<file path="src/rtl/adpll_pkg.sv">
// Shared ADPLL definitions: default phase-error width, phase-detector state encoding
// and the symmetric saturation magnitude helper used by the detector and loop filter.
package adpll_pkg;

   localparam int DEFAULT_ERROR_WIDTH = 8;

   typedef enum logic [1:0] {
      PD_IDLE     = 2'd0,
      PD_REF_LEAD = 2'd1,
      PD_FB_LEAD  = 2'd2
   } pd_state_t;

   // Largest magnitude representable symmetrically in a two's-complement word.
   function automatic int err_max(input int width);
      return (1 << (width - 1)) - 1;
   endfunction

endpackage

</file>
<file path="src/rtl/adpll_edge_sync.sv">
// Two-flop synchroniser for an asynchronous clock-like input, followed by a registered
// rising-edge detector. The pulse appears 3 gen_clk_i edges after the pin edge is captured.
module adpll_edge_sync (
   input  logic gen_clk_i,
   input  logic reset_i,
   input  logic async_i,
   output logic rise_o
);

   // [0],[1] are the synchroniser, [2] is the previous synchronised level.
   logic [2:0] sync_q;

   // NOTE: non-blocking assignments let every flop sample the pre-edge value, so the
   // shift chain advances exactly one stage per clock regardless of statement order.
   always_ff @(posedge gen_clk_i or posedge reset_i) begin
      if (reset_i) begin
         sync_q <= '0;
         rise_o <= 1'b0;
      end else begin
         sync_q <= {sync_q[1:0], async_i};
         rise_o <= sync_q[1] & ~sync_q[2];
      end
   end

endmodule

</file>
<file path="src/rtl/adpll_phase_detector.sv">
// Counter-based phase/frequency detector: counts gen_clk_i cycles between ref and fb
// rising edges, publishes a signed saturating error with a valid strobe, and tracks lock.
module adpll_phase_detector
   import adpll_pkg::*;
#(
   parameter int ERROR_WIDTH = DEFAULT_ERROR_WIDTH,
   parameter int LOCK_TOL    = 1,
   parameter int LOCK_COUNT  = 16
) (
   input  logic                          gen_clk_i,
   input  logic                          reset_i,
   input  logic                          ref_i,
   input  logic                          fb_i,
   output logic signed [ERROR_WIDTH-1:0] error_o,
   output logic                          error_valid_o,
   output logic                          lock_o
);

   localparam int CW = ERROR_WIDTH - 1;
   localparam int LW = $clog2(LOCK_COUNT + 1);
   localparam logic [CW-1:0] CNT_MAX   = CW'(err_max(ERROR_WIDTH));
   localparam logic [CW-1:0] CNT_ONE   = CW'(1);
   localparam logic [CW-1:0] TOL_MAG   = CW'(LOCK_TOL);
   localparam logic [LW-1:0] LOCK_FULL = LW'(LOCK_COUNT);

   logic ref_rise;
   logic fb_rise;

   adpll_edge_sync u_ref_sync (
      .gen_clk_i (gen_clk_i),
      .reset_i   (reset_i),
      .async_i   (ref_i),
      .rise_o    (ref_rise)
   );

   adpll_edge_sync u_fb_sync (
      .gen_clk_i (gen_clk_i),
      .reset_i   (reset_i),
      .async_i   (fb_i),
      .rise_o    (fb_rise)
   );

   pd_state_t               state;
   pd_state_t               state_nxt;
   logic [CW-1:0]           cnt;
   logic [CW-1:0]           cnt_nxt;
   logic [CW-1:0]           cnt_inc;
   logic                    pub;
   logic                    pub_neg;
   logic [CW-1:0]           pub_mag;
   logic [ERROR_WIDTH-1:0]  pub_val;
   logic [LW-1:0]           lock_cnt;
   logic [LW-1:0]           lock_cnt_nxt;

   assign cnt_inc = (cnt == CNT_MAX) ? CNT_MAX : cnt + CNT_ONE;

   // NOTE: every signal driven here gets a default first, so no path through the case
   // leaves a value unassigned and no latch is inferred.
   always_comb begin
      state_nxt = state;
      cnt_nxt   = cnt;
      pub       = 1'b0;
      pub_neg   = 1'b0;
      pub_mag   = '0;
      unique case (state)
         PD_IDLE: begin
            if (ref_rise && fb_rise) begin
               pub = 1'b1;
            end else if (ref_rise) begin
               state_nxt = PD_REF_LEAD;
               cnt_nxt   = CNT_ONE;
            end else if (fb_rise) begin
               state_nxt = PD_FB_LEAD;
               cnt_nxt   = CNT_ONE;
            end
         end
         PD_REF_LEAD: begin
            if (fb_rise) begin
               pub       = 1'b1;
               pub_mag   = cnt;
               state_nxt = PD_IDLE;
               cnt_nxt   = '0;
            end else if (ref_rise) begin
               // Cycle slip: a second ref edge before any fb edge.
               pub     = 1'b1;
               pub_mag = CNT_MAX;
               cnt_nxt = CNT_ONE;
            end else begin
               cnt_nxt = cnt_inc;
            end
         end
         PD_FB_LEAD: begin
            pub_neg = 1'b1;
            if (ref_rise) begin
               pub       = 1'b1;
               pub_mag   = cnt;
               state_nxt = PD_IDLE;
               cnt_nxt   = '0;
            end else if (fb_rise) begin
               pub     = 1'b1;
               pub_mag = CNT_MAX;
               cnt_nxt = CNT_ONE;
            end else begin
               cnt_nxt = cnt_inc;
            end
         end
         default: begin
            state_nxt = PD_IDLE;
            cnt_nxt   = '0;
         end
      endcase
   end

   // Magnitude never exceeds MAX, so the negated value is always representable.
   assign pub_val = pub_neg ? -{1'b0, pub_mag} : {1'b0, pub_mag};

   always_comb begin
      lock_cnt_nxt = '0;
      if (pub_mag <= TOL_MAG) begin
         lock_cnt_nxt = (lock_cnt == LOCK_FULL) ? LOCK_FULL : lock_cnt + LW'(1);
      end
   end

   always_ff @(posedge gen_clk_i or posedge reset_i) begin
      if (reset_i) begin
         state         <= PD_IDLE;
         cnt           <= '0;
         error_o       <= '0;
         error_valid_o <= 1'b0;
         lock_cnt      <= '0;
         lock_o        <= 1'b0;
      end else begin
         state         <= state_nxt;
         cnt           <= cnt_nxt;
         error_valid_o <= pub;
         if (pub) begin
            error_o  <= pub_val;
            lock_cnt <= lock_cnt_nxt;
            lock_o   <= (lock_cnt_nxt == LOCK_FULL);
         end
      end
   end

endmodule

</file>
<file path="config.mk">
export PLATFORM = sky130hd
export DESIGN_NAME = adpll_phase_detector
export DESIGN_NICKNAME = d
export VERILOG_FILES = /design/src/rtl/adpll_pkg.sv /design/src/rtl/adpll_edge_sync.sv /design/src/rtl/adpll_phase_detector.sv
export SDC_FILE = /design/constraint.sdc
export NUM_CORES = 1
export LEC_CHECK = 0
export ABC_CLOCK_PERIOD_IN_PS = 2720
export BUFFER_PORTS_ARGS = -buffer_cell sky130_fd_sc_hd__buf_2
export CORE_AREA = 2 2 60 62
export CTS_BUF_LIST = sky130_fd_sc_hd__clkbuf_4
export DETAILED_ROUTE_END_ITERATION = 10
export DIE_AREA = 0 0 62 64
export PLACE_DENSITY = 0.85
export SETUP_SLACK_MARGIN = 0.15
export SYNTH_ARGS = -nofsm -noshare
export SYNTH_HDL_FRONTEND = slang
export SYNTH_HIERARCHICAL = 1
export SYNTH_SLANG_ARGS = --single-unit
export TNS_END_PERCENT = 5
</file>
<file path="constraint.sdc">
create_clock -name gen_clk_i -period 2.72 [get_ports gen_clk_i]
set_input_delay 0.136 -clock gen_clk_i [delete_from_list [all_inputs] [get_ports gen_clk_i]]
set_output_delay 0.136 -clock gen_clk_i [all_outputs]
set_load 0.005 [all_outputs]
</file>
==> flow_metrics.py, run 1 <==
metrics = {
    "cells_and_area": {
        "stdcell_area_um2": 2220,
        "seq_area_um2": 801,
        "layout-drive-gt1-share_pct": 18.2,
        "fillers": 266,
        "multiInputGateArea_um2": 1070,
        "diodes": 0,
        "fin_util_pct": 67.5,
        "nets": 244,
        "syn_to_final_growth_pct": 11.7,
        "finalNonFillerCells": 277,
    },
    "route": {
        "initialDrtViolationCount": 93,
        "wire_per_inst_um": 13.6,
        "dr.pass1.iters": 4,
        "routed_wl_um": 3770,
        "num_vias": 1587,
        "ant_nets": 0,
        "drc": 0,
        "via_per_inst": 5.73,
    },
    "timing": {
        "fin_setup_tns_ns": 0,
        "setup_viol": 0,
        "slew_violations": 0,
        "final.period_utilization_pct": 90.2,
        "fin_worst_skew_ns": 0.0130,
        "max_freq_mhz": 408,
        "period_needed_ns": 2.45,
        "max_slew_margin_pct": 40.4,
        "fin_hold_ws_ns": 0.201,
        "rsz0062_at_grt": "no",
        "worstMarginPinSlew_ns": 0.893,
        "hold_viol_final": 0,
    },
    "synthesis": {
        "ys_ff_latch": 32,
        "synth_area_um2": 1990,
        "synth_warnings": 6,
        "syn_area_per_cell_um2": 9.41,
        "synth_flop_cell": "dfrtp_1",
        "synth_area_leaders": "dfrtp_1 (40%), ha_1 (6.3%), nand2_1 (4.3%)",
        "synth_top_area_cell": "dfrtp_1",
        "yosys.area.top_type_share_pct": 40.3,
        "synthTopCellsByCount": "dfrtp_1 (32), nand2_1 (23), inv_1 (17)",
        "synthesis.nets": 225,
        "synth-edff-count": 0,
        "netlist_instances": 211,
        "ys_types": 48,
        "synth-async-reset-ratio_pct": 100,
        "yosysSeqAreaShare_pct": 40.3,
        "synth.most_common_cell": "dfrtp_1",
    },
    "die": {
        "initial_core_util_pct": 60.5,
        "design.die.area_um2": 3970,
        "io_pins": 14,
        "die_x_um": 62,
        "core_area_um2": 3280,
        "rows": 21,
        "die_h_um": 64,
    },
    "critical_path": {
        "end_kind": "flop",
        "r2r_end": "error_o[4]",
        "r2r_cells": 10,
        "cp.arrival_ns": 2.73,
        "start_kind": "flop",
        "critPathMaxFanout": 6,
        "timing.rr.start": "state[1]",
        "rrSetupSlack_ns": 0.27,
        "worst-setup-path-type": "flop to flop",
        "worstPathRequired_ns": 3.00,
    },
    "global_route": {
        "grt_max_degree": 25,
        "grt_pass1_wl_um": 6170,
        "antenna_found_initial": 0,
        "overflow": 0,
        "grt.total_usage_pct": 21.0,
        "grt_pass1_vias": 1433,
    },
    "clock_network": {
        "cts_tree": "yes",
        "cts_buffers": 5,
        "htreeDepth": 2,
        "clk_pin_slew_ns": 0.11,
        "insertion_delay_ns": 0.35,
        "cts_max_path_buffers": 2,
        "clock-sinks": 32,
        "clock-root-buffer": "clkbuf_4",
    },
    "place": {
        "placedCellCount": 263,
        "place_area_um2": 2070,
        "gp_congestion": 0.874,
        "post-dp-hpwl_um": 2660,
        "io_buffers": 13,
    },
    "outcome": {
        "status": "finished, final reports clean",
    },
    "hold_path": {
        "hold_path.class": "input pin to asynchronous set/reset pin",
    },
    "pwr": {
        "p_per_area_nw_per_um2": 856,
        "cellLeakagePower_nw": 0.975,
        "ir_worst_vdd_mv": 0.446,
    },
    "run": {
        "max_cap_viol_count": 0,
    },
}
[how the worst max path moves through the flow]
stage	from	to	slack (ns)
after floorplan	state[0]	error_o[4]	0.51
after global placement	state[0]	lock_cnt[2]	0.38
after detailed placement	state[0]	error_o[4]	0.31
after CTS	state[0]	error_o[4]	0.24
after global routing	state[1]	lock_cnt[2]	0.13
final	state[1]	error_o[4]	0.27
[what timing repair did]
action	4_1_cts	5_1_grt
setup buffers	0	3
hold buffers	3	0
setup endpoints to repair	0	7
endpoints found under the hold margin	10	0
gates resized for setup	0	2
[cells in the final DEF, fill, tap and decap left out, types with 3 or more instances in the layout]
master	netlist	final
dfrtp_1	32	32
nand2_1	23	23
inv_1	17	17
buf_2	4	13
o21ai_0	12	12
a21oi_1	12	12
nand3_1	11	11
ha_1	10	10
nor2_1	9	9
mux2i_1	8	8
buf_4	1	7
o211ai_1	6	6
clkbuf_4	0	5
nand4_1	4	4
nor2b_1	4	4
nand2b_1	4	4
a31oi_1	4	4
o22ai_1	3	3
or4_1	3	3
o21ai_1	3	3
dlygate4sd3_1	0	3
[power breakdown]
group / total (mW) / switching, mW / internal, mW
logic: 0.844 / 0.507 / 0.337
clock network: 0.367 / 0.176 / 0.191
registers: 0.686 / 0.0970 / 0.589
[flip-flops by register name (all words and copies together), names as in the netlist]
signal / count
error_o: 8
cnt: 7
lock_cnt: 5
u_fb_sync/sync_q: 3
u_ref_sync/sync_q: 3
state: 2
error_valid_o: 1
lock_o: 1
u_fb_sync/rise_o: 1
u_ref_sync/rise_o: 1
[critical path: stages (launching register included)]
cell and delay [ns]:
dfrtp_1 0.44, inv_1 0.09, ha_1 0.32, nand2_1 0.18, o22ai_4 0.31, inv_1 0.10
ha_1 0.22, inv_1 0.07, a211oi_2 0.06, or4_1 0.49, nand3_1 0.10
[cells by family after synthesis]
logic type	after synthesis	synth area share [%]
adder cells (fa/ha/maj)	10	6.30
buffers and inverters	28	6.87
flip-flops	32	40.3
XOR/XNOR	3	1.32
AO/OA/AOI/OAI	59	21.7
multiplexers	9	4.60
AND/OR/NAND/NOR	70	18.9
[routing by layer]
| layer | vias to the layer above | wire [um] | global-route usage, % |
|---|---|---|---|
| met5 | - | 0 | 0 |
| met4 | 0 | 87 | 9.04 |
| met3 | 13 | 182 | 5.87 |
| met2 | 42 | 1820 | 31.4 |
| met1 | 735 | 1680 | 27.8 |
| li1 | 797 | - | - |
[final cells by class]
| type | count | share of cell area, % |
|---|---|---|
| tap | 46 | 2.60 |
| clock buffer | 5 | 1.69 |
| timing repair buffer | 23 | 6.66 |
| inverter | 17 | 2.88 |
| sequential | 32 | 36.1 |
| multi-input combinational | 151 | 48.1 |
| clock inverter | 3 | 1.92 |
[per-stage QoR]
step | total power, mW | setup WS (ns)
2_1_floorplan | 1.29 | 0.511
3_3_place_gp | 1.47 | 0.383
3_5_place_dp | 1.48 | 0.312
4_1_cts | 1.85 | 0.243
5_1_grt | 2.05 | 0.130
6_report | 1.90 | 0.267
(Power assumes the default switching activity.)
==> run 2, diff against run 1 <==
--- a/config.mk
+++ b/config.mk
@@ -12,6 +12,7 @@
 export DETAILED_ROUTE_END_ITERATION = 10
 export DIE_AREA = 0 0 62 64
 export PLACE_DENSITY = 0.85
+export RECOVER_POWER = 100
 export SETUP_SLACK_MARGIN = 0.15
 export SYNTH_ARGS = -nofsm -noshare
 export SYNTH_HDL_FRONTEND = slang
==> run 2 against run 1 <==
Compared with the run above: clock-buffer cell count unchanged; non-clock buffer count unchanged; die area unchanged; largest cell class unchanged; worst setup slack worse by 0.020 ns; via count up 0.38%; register-to-register slack worse by 0.02 ns; core utilization down 1.4 points.
==> flow_metrics.py, run 2 (synthesis gave the netlist of run 1 again) <==
metrics = {
    "clock_network": {
        "cts_max_path_buffers": 2,
        "clk_pin_slew_ns": 0.11,
        "clock-sinks": 32,
        "cts_tree": "yes",
        "insertion_delay_ns": 0.35,
        "cts_buffers": 5,
        "htreeDepth": 2,
        "clock-root-buffer": "clkbuf_4",
    },
    "timing": {
        "worstMarginPinSlew_ns": 0.896,
        "period_needed_ns": 2.47,
        "final.period_utilization_pct": 90.9,
        "fin_setup_tns_ns": 0,
        "hold_viol_final": 0,
        "max_freq_mhz": 404,
        "fin_worst_skew_ns": 0.0122,
        "max_slew_margin_pct": 40.2,
        "slew_violations": 0,
        "fin_ws_ns": 0.247,
        "setup_viol": 0,
        "rsz0062_at_grt": "no",
    },
    "pwr": {
        "ir_worst_vdd_mv": 0.446,
        "power.internal_mw": 1.09,
        "clkPwrFrac_pct": 19.7,
        "seqPwrFrac_pct": 36.7,
        "power.switching_mw": 0.775,
        "cellLeakagePower_nw": 0.913,
        "p_sw_share_pct": 41.5,
        "combPwrFrac_pct": 43.6,
        "p_per_area_nw_per_um2": 861,
    },
    "route": {
        "drc": 0,
        "num_vias": 1593,
        "ant_nets": 0,
        "dr.pass1.iters": 4,
        "wire_per_inst_um": 13.7,
        "routed_wl_um": 3810,
        "via_per_inst": 5.75,
        "initialDrtViolationCount": 73,
    },
    "cells_and_area": {
        "fillers": 274,
        "final_common_cell": "dfrtp_1",
        "layout-drive-gt1-share_pct": 11.3,
        "largest-register": "error_o",
        "stdcell_area_um2": 2170,
        "most-common-layout-cells": "dfrtp_1 (32), nand2_1 (23), inv_1 (17)",
        "syn_to_final_growth_pct": 9.33,
        "nets": 244,
        "diodes": 0,
        "largestRegisters": "error_o x8, cnt x7, lock_cnt x5",
        "largest_reg_flops": 8,
    },
    "die": {
        "rows": 21,
        "initial_core_util_pct": 60.5,
        "io_pins": 14,
        "design.die.area_um2": 3970,
        "die_x_um": 62,
        "die_h_um": 64,
        "core_area_um2": 3280,
    },
    "place": {
        "io_buffers": 13,
        "gp_congestion": 0.874,
        "post-dp-hpwl_um": 2660,
        "dp_slack_ns": 0.312,
        "place_area_um2": 2070,
    },
    "critical_path": {
        "worstPathRequired_ns": 3.00,
        "end_kind": "flop",
        "worst-setup-path-type": "flop to flop",
        "critPathMaxFanout": 6,
        "cp.arrival_ns": 2.75,
        "timing.rr.start": "state[1]",
        "r2r_cells": 10,
        "r2r_end": "error_o[4]",
        "rrSetupSlack_ns": 0.25,
        "start_kind": "flop",
    },
    "global_route": {
        "grt_max_degree": 25,
        "grt_pass1_vias": 1433,
        "grt_pass1_wl_um": 6170,
        "antenna_found_initial": 0,
        "grt.total_usage_pct": 21.0,
        "overflow": 0,
    },
    "run": {
        "max_cap_viol_count": 0,
    },
    "outcome": {
        "status": "finished, final reports clean",
    },
    "hold_path": {
        "hold_path.class": "input pin to asynchronous set/reset pin",
    },
}
run 2: routing by layer:
layer	track usage [%]	vias up	part of all wire, %
li1	-	794	-
met1	27.8	746	45
met2	31.4	41	48
met3	5.87	12	4.3
met4	9.04	0	2.5
met5	0	-	0
run 2: how the worst max path moves through the flow:
stage / slack [ns] / cells after the start / to / startpoint
after floorplan: 0.51 / 10 / error_o[4] / state[0]
after global placement: 0.38 / 10 / lock_cnt[2] / state[0]
after global routing: 0.1 / 8 / error_o[7] / state[0]
after detailed placement: 0.31 / 10 / error_o[4] / state[0]
after CTS: 0.24 / 10 / error_o[4] / state[0]
final: 0.25 / 10 / error_o[4] / state[1]
run 2: power by group through the flow:
| stage | Clock (mW) | Sequential [mW] | Combinational [mW] |
|---|---|---|---|
| detailed placement | 0 | 0.699 | 0.782 |
| global route | 0.390 | 0.706 | 0.917 |
| CTS | 0.373 | 0.688 | 0.793 |
| finish | 0.368 | 0.686 | 0.815 |
| floorplan | 0 | 0.684 | 0.608 |
| global placement | 0 | 0.692 | 0.775 |
run 2: cell type report:
class | instances | area [um2] | share of cell area (%)
multi-input cells | 151 | 1040 | 47.8
flip-flops and latches | 32 | 801 | 36.9
repair buffers | 23 | 131 | 6.05
inverters | 17 | 63.8 | 2.94
well taps | 46 | 57.6 | 2.65
clock inverters | 3 | 42.5 | 1.96
clock buffers | 5 | 37.5 | 1.73
run 2: repair_timing:
| item | in CTS | in global routing |
|---|---|---|
| hold endpoints to repair | 10 | 0 |
| setup endpoints to repair | 0 | 7 |
| resized for setup | 0 | 2 |
| buffers inserted | 0 | 3 |
| hold buffers | 3 | 0 |
run 2: per-stage QoR:
step                cells  power (mW)  utilization (%)  hold WS (ns)
CTS                   274        1.85             66.2         0.209
finish                277        1.87             66.1         0.200
detailed placement    263        1.48             62.9        0.0421
global placement      263        1.47             62.9        0.0366
global route          277        2.01             66.1         0.212
floorplan             211        1.29                -       -0.0979
run 2: worst max-delay path, cell delays in order (launching register included):
cell	delay, ns
dfrtp_1	0.44
inv_1	0.09
ha_1	0.32
nand2_1	0.18
o22ai_4	0.30
inv_1	0.10
ha_1	0.23
inv_1	0.07
a211oi_1	0.08
or4_1	0.50
nand3_1	0.10
==> run 3, diff against run 2 <==
--- a/config.mk
+++ b/config.mk
@@ -5,7 +5,7 @@
 export SDC_FILE = /design/constraint.sdc
 export NUM_CORES = 1
 export LEC_CHECK = 0
-export ABC_CLOCK_PERIOD_IN_PS = 2720
+export ABC_CLOCK_PERIOD_IN_PS = 2800
 export BUFFER_PORTS_ARGS = -buffer_cell sky130_fd_sc_hd__buf_2
 export CORE_AREA = 2 2 60 62
 export CTS_BUF_LIST = sky130_fd_sc_hd__clkbuf_4
==> constraint.sdc (replaced) <==
create_clock -name gen_clk_i -period 2.8 [get_ports gen_clk_i]
set_input_delay 0.14 -clock gen_clk_i [delete_from_list [all_inputs] [get_ports gen_clk_i]]
set_output_delay 0.14 -clock gen_clk_i [all_outputs]
set_load 0.005 [all_outputs]
==> run 3 against run 2 <==
Compared with the run above: sequential cell count unchanged; maximum frequency decreased by 3.4%; routed wire length rose by 2.3%; worst setup slack got worse by 0.0074 ns; final cell count fell by 1.8%; global-route usage up 1.9 points; sequential share of layout area is 0.58 points higher.
==> flow_metrics.py, run 3 (synthesis gave the netlist of run 1 again) <==
metrics = {
    "die": {
        "initial_core_util_pct": 60.5,
        "io_pins": 14,
        "die_x_um": 62,
        "core_area_um2": 3280,
        "design.die.area_um2": 3970,
        "rows": 21,
        "die_h_um": 64,
    },
    "hold_path": {
        "hold_path.class": "input pin to asynchronous set/reset pin",
    },
    "critical_path": {
        "start_kind": "flop",
        "cpMaxStageDelayCell": "dfrtp_1",
        "worst-setup-path-type": "flop to flop",
        "cp.arrival_ns": 2.82,
        "end_kind": "flop",
        "crit_family": "compound AO/OA/AOI/OAI gates",
        "critPathLaunch": "state[0]",
        "max_stage_delay_ns": 0.42,
        "critPathMaxFanout": 5,
        "worstPathRequired_ns": 3.06,
        "timing.rr.start": "state[0]",
        "cp.depth": 10,
        "r2r_cells": 10,
        "worstPathCellList": "inv_1, ha_1, a22oi_2, o211ai_1, nand2_1, ha_1, nor2b_1, a221oi_2, nand3_2, o31ai_2",
        "cp_common_cell": "ha_1",
        "timing.critical_path.buf_inv": 1,
    },
    "clock_network": {
        "cts_buffers": 5,
        "cts_tree": "yes",
        "clock-root-buffer": "clkbuf_4",
        "htreeDepth": 2,
        "insertion_delay_ns": 0.34,
        "clock-sinks": 32,
        "cts_max_path_buffers": 2,
        "clk_pin_slew_ns": 0.11,
    },
    "timing": {
        "fin_setup_tns_ns": 0,
        "fin_ws_ns": 0.239,
        "max_freq_mhz": 391,
        "fin_worst_skew_ns": 0.0133,
        "max_slew_margin_pct": 35.9,
        "slew_violations": 0,
        "fin_hold_ws_ns": 0.216,
        "period_needed_ns": 2.56,
        "setup_viol": 0,
        "rsz0062_at_grt": "yes",
        "hold_viol_final": 0,
        "final.period_utilization_pct": 91.5,
        "worstMarginPinSlew_ns": 0.960,
    },
    "pwr": {
        "finalPower_mw": 1.78,
        "p_per_area_nw_per_um2": 834,
        "cellLeakagePower_nw": 0.899,
        "ir_worst_vdd_mv": 0.419,
    },
    "global_route": {
        "overflow": 0,
        "grt_max_degree": 25,
        "grt_pass1_vias": 1506,
        "grt_pass1_wl_um": 6780,
        "antenna_found_initial": 0,
        "grt.total_usage_pct": 22.9,
    },
    "cells_and_area": {
        "layout-drive-gt1-share_pct": 11.9,
        "nets": 239,
        "syn_to_final_growth_pct": 7.62,
        "largestRegisters": "error_o x8, cnt x7, lock_cnt x5",
        "finalNonFillerCells": 272,
        "largest-register": "error_o",
        "fillers": 280,
        "diodes": 0,
        "most-common-layout-cells": "dfrtp_1 (32), nand2_1 (23), inv_1 (17)",
        "largest_reg_flops": 8,
        "final_common_cell": "dfrtp_1",
    },
    "route": {
        "initialDrtViolationCount": 71,
        "num_vias": 1571,
        "routed_wl_um": 3900,
        "wire_per_inst_um": 14.3,
        "dr.pass1.iters": 4,
        "ant_nets": 0,
        "drc": 0,
        "via_per_inst": 5.78,
    },
    "outcome": {
        "status": "finished, final reports clean",
    },
    "place": {
        "post-dp-hpwl_um": 2730,
        "io_buffers": 13,
        "dp_slack_ns": 0.195,
        "placedCellCount": 261,
        "gp_congestion": 0.913,
    },
    "run": {
        "max_cap_viol_count": 0,
    },
}
## run 3: where the power goes
part / internal, mW / switching (mW)
Sequential: 0.572 / 0.101
Combinational: 0.283 / 0.471
Clock: 0.186 / 0.169
Total: 1.04 / 0.740
## run 3: timing repair
item,in CTS,in global routing
setup buffers,0,0
hold buffers,3,0
endpoints found under the hold margin,10,0
endpoints found under the setup margin,0,11
gates resized for setup,0,1
## run 3: layout make-up
cell class,count,area [um2],area share [%]
multi-input cells,151,1040,48.5
flip-flops and latches,32,801,37.5
repair buffers,18,97.6,4.57
inverters,17,63.8,2.99
well taps,46,57.6,2.69
clock inverters,3,42.5,1.99
clock buffers,5,37.5,1.76
## run 3: worst paths after layout
check	slack, ns	end
max	0.24	lock_cnt[4]
min	0.22	u_ref_sync/sync_q[0]
max reg2reg	0.24	lock_cnt[4]
min reg2reg	0.36	u_fb_sync/sync_q[1]
max in group asynchronous	1.64	error_o[5]
min in group gen_clk_i	0.36	u_fb_sync/sync_q[1]
## run 3: per-layer routing
metal,vias up,global-route usage [%],wire (um),part of all wire [%]
met5,-,0,0,0
met4,0,9.04,78,2.0
met2,35,35.2,1860,48
met3,7,5.87,173,4.4
met1,743,30.2,1780,46
li1,786,-,-,-
## run 3: metrics by stage
stage          utilization, %  instance area, um2
6_report                 65.1                2140
5_1_grt                  65.1                2140
4_1_cts                  65.8                2160
3_5_place_dp             62.4                2050
3_3_place_gp             62.4                2050
2_1_floorplan               -                1990
## run 3: worst reg2reg max path: stages, from the launching register on
cell	delay, ns
dfrtp_1	0.42
inv_1	0.10
ha_1	0.29
a22oi_2	0.29
o211ai_1	0.21
nand2_1	0.16
ha_1	0.17
nor2b_1	0.06
a221oi_2	0.36
nand3_2	0.17
o31ai_2	0.23
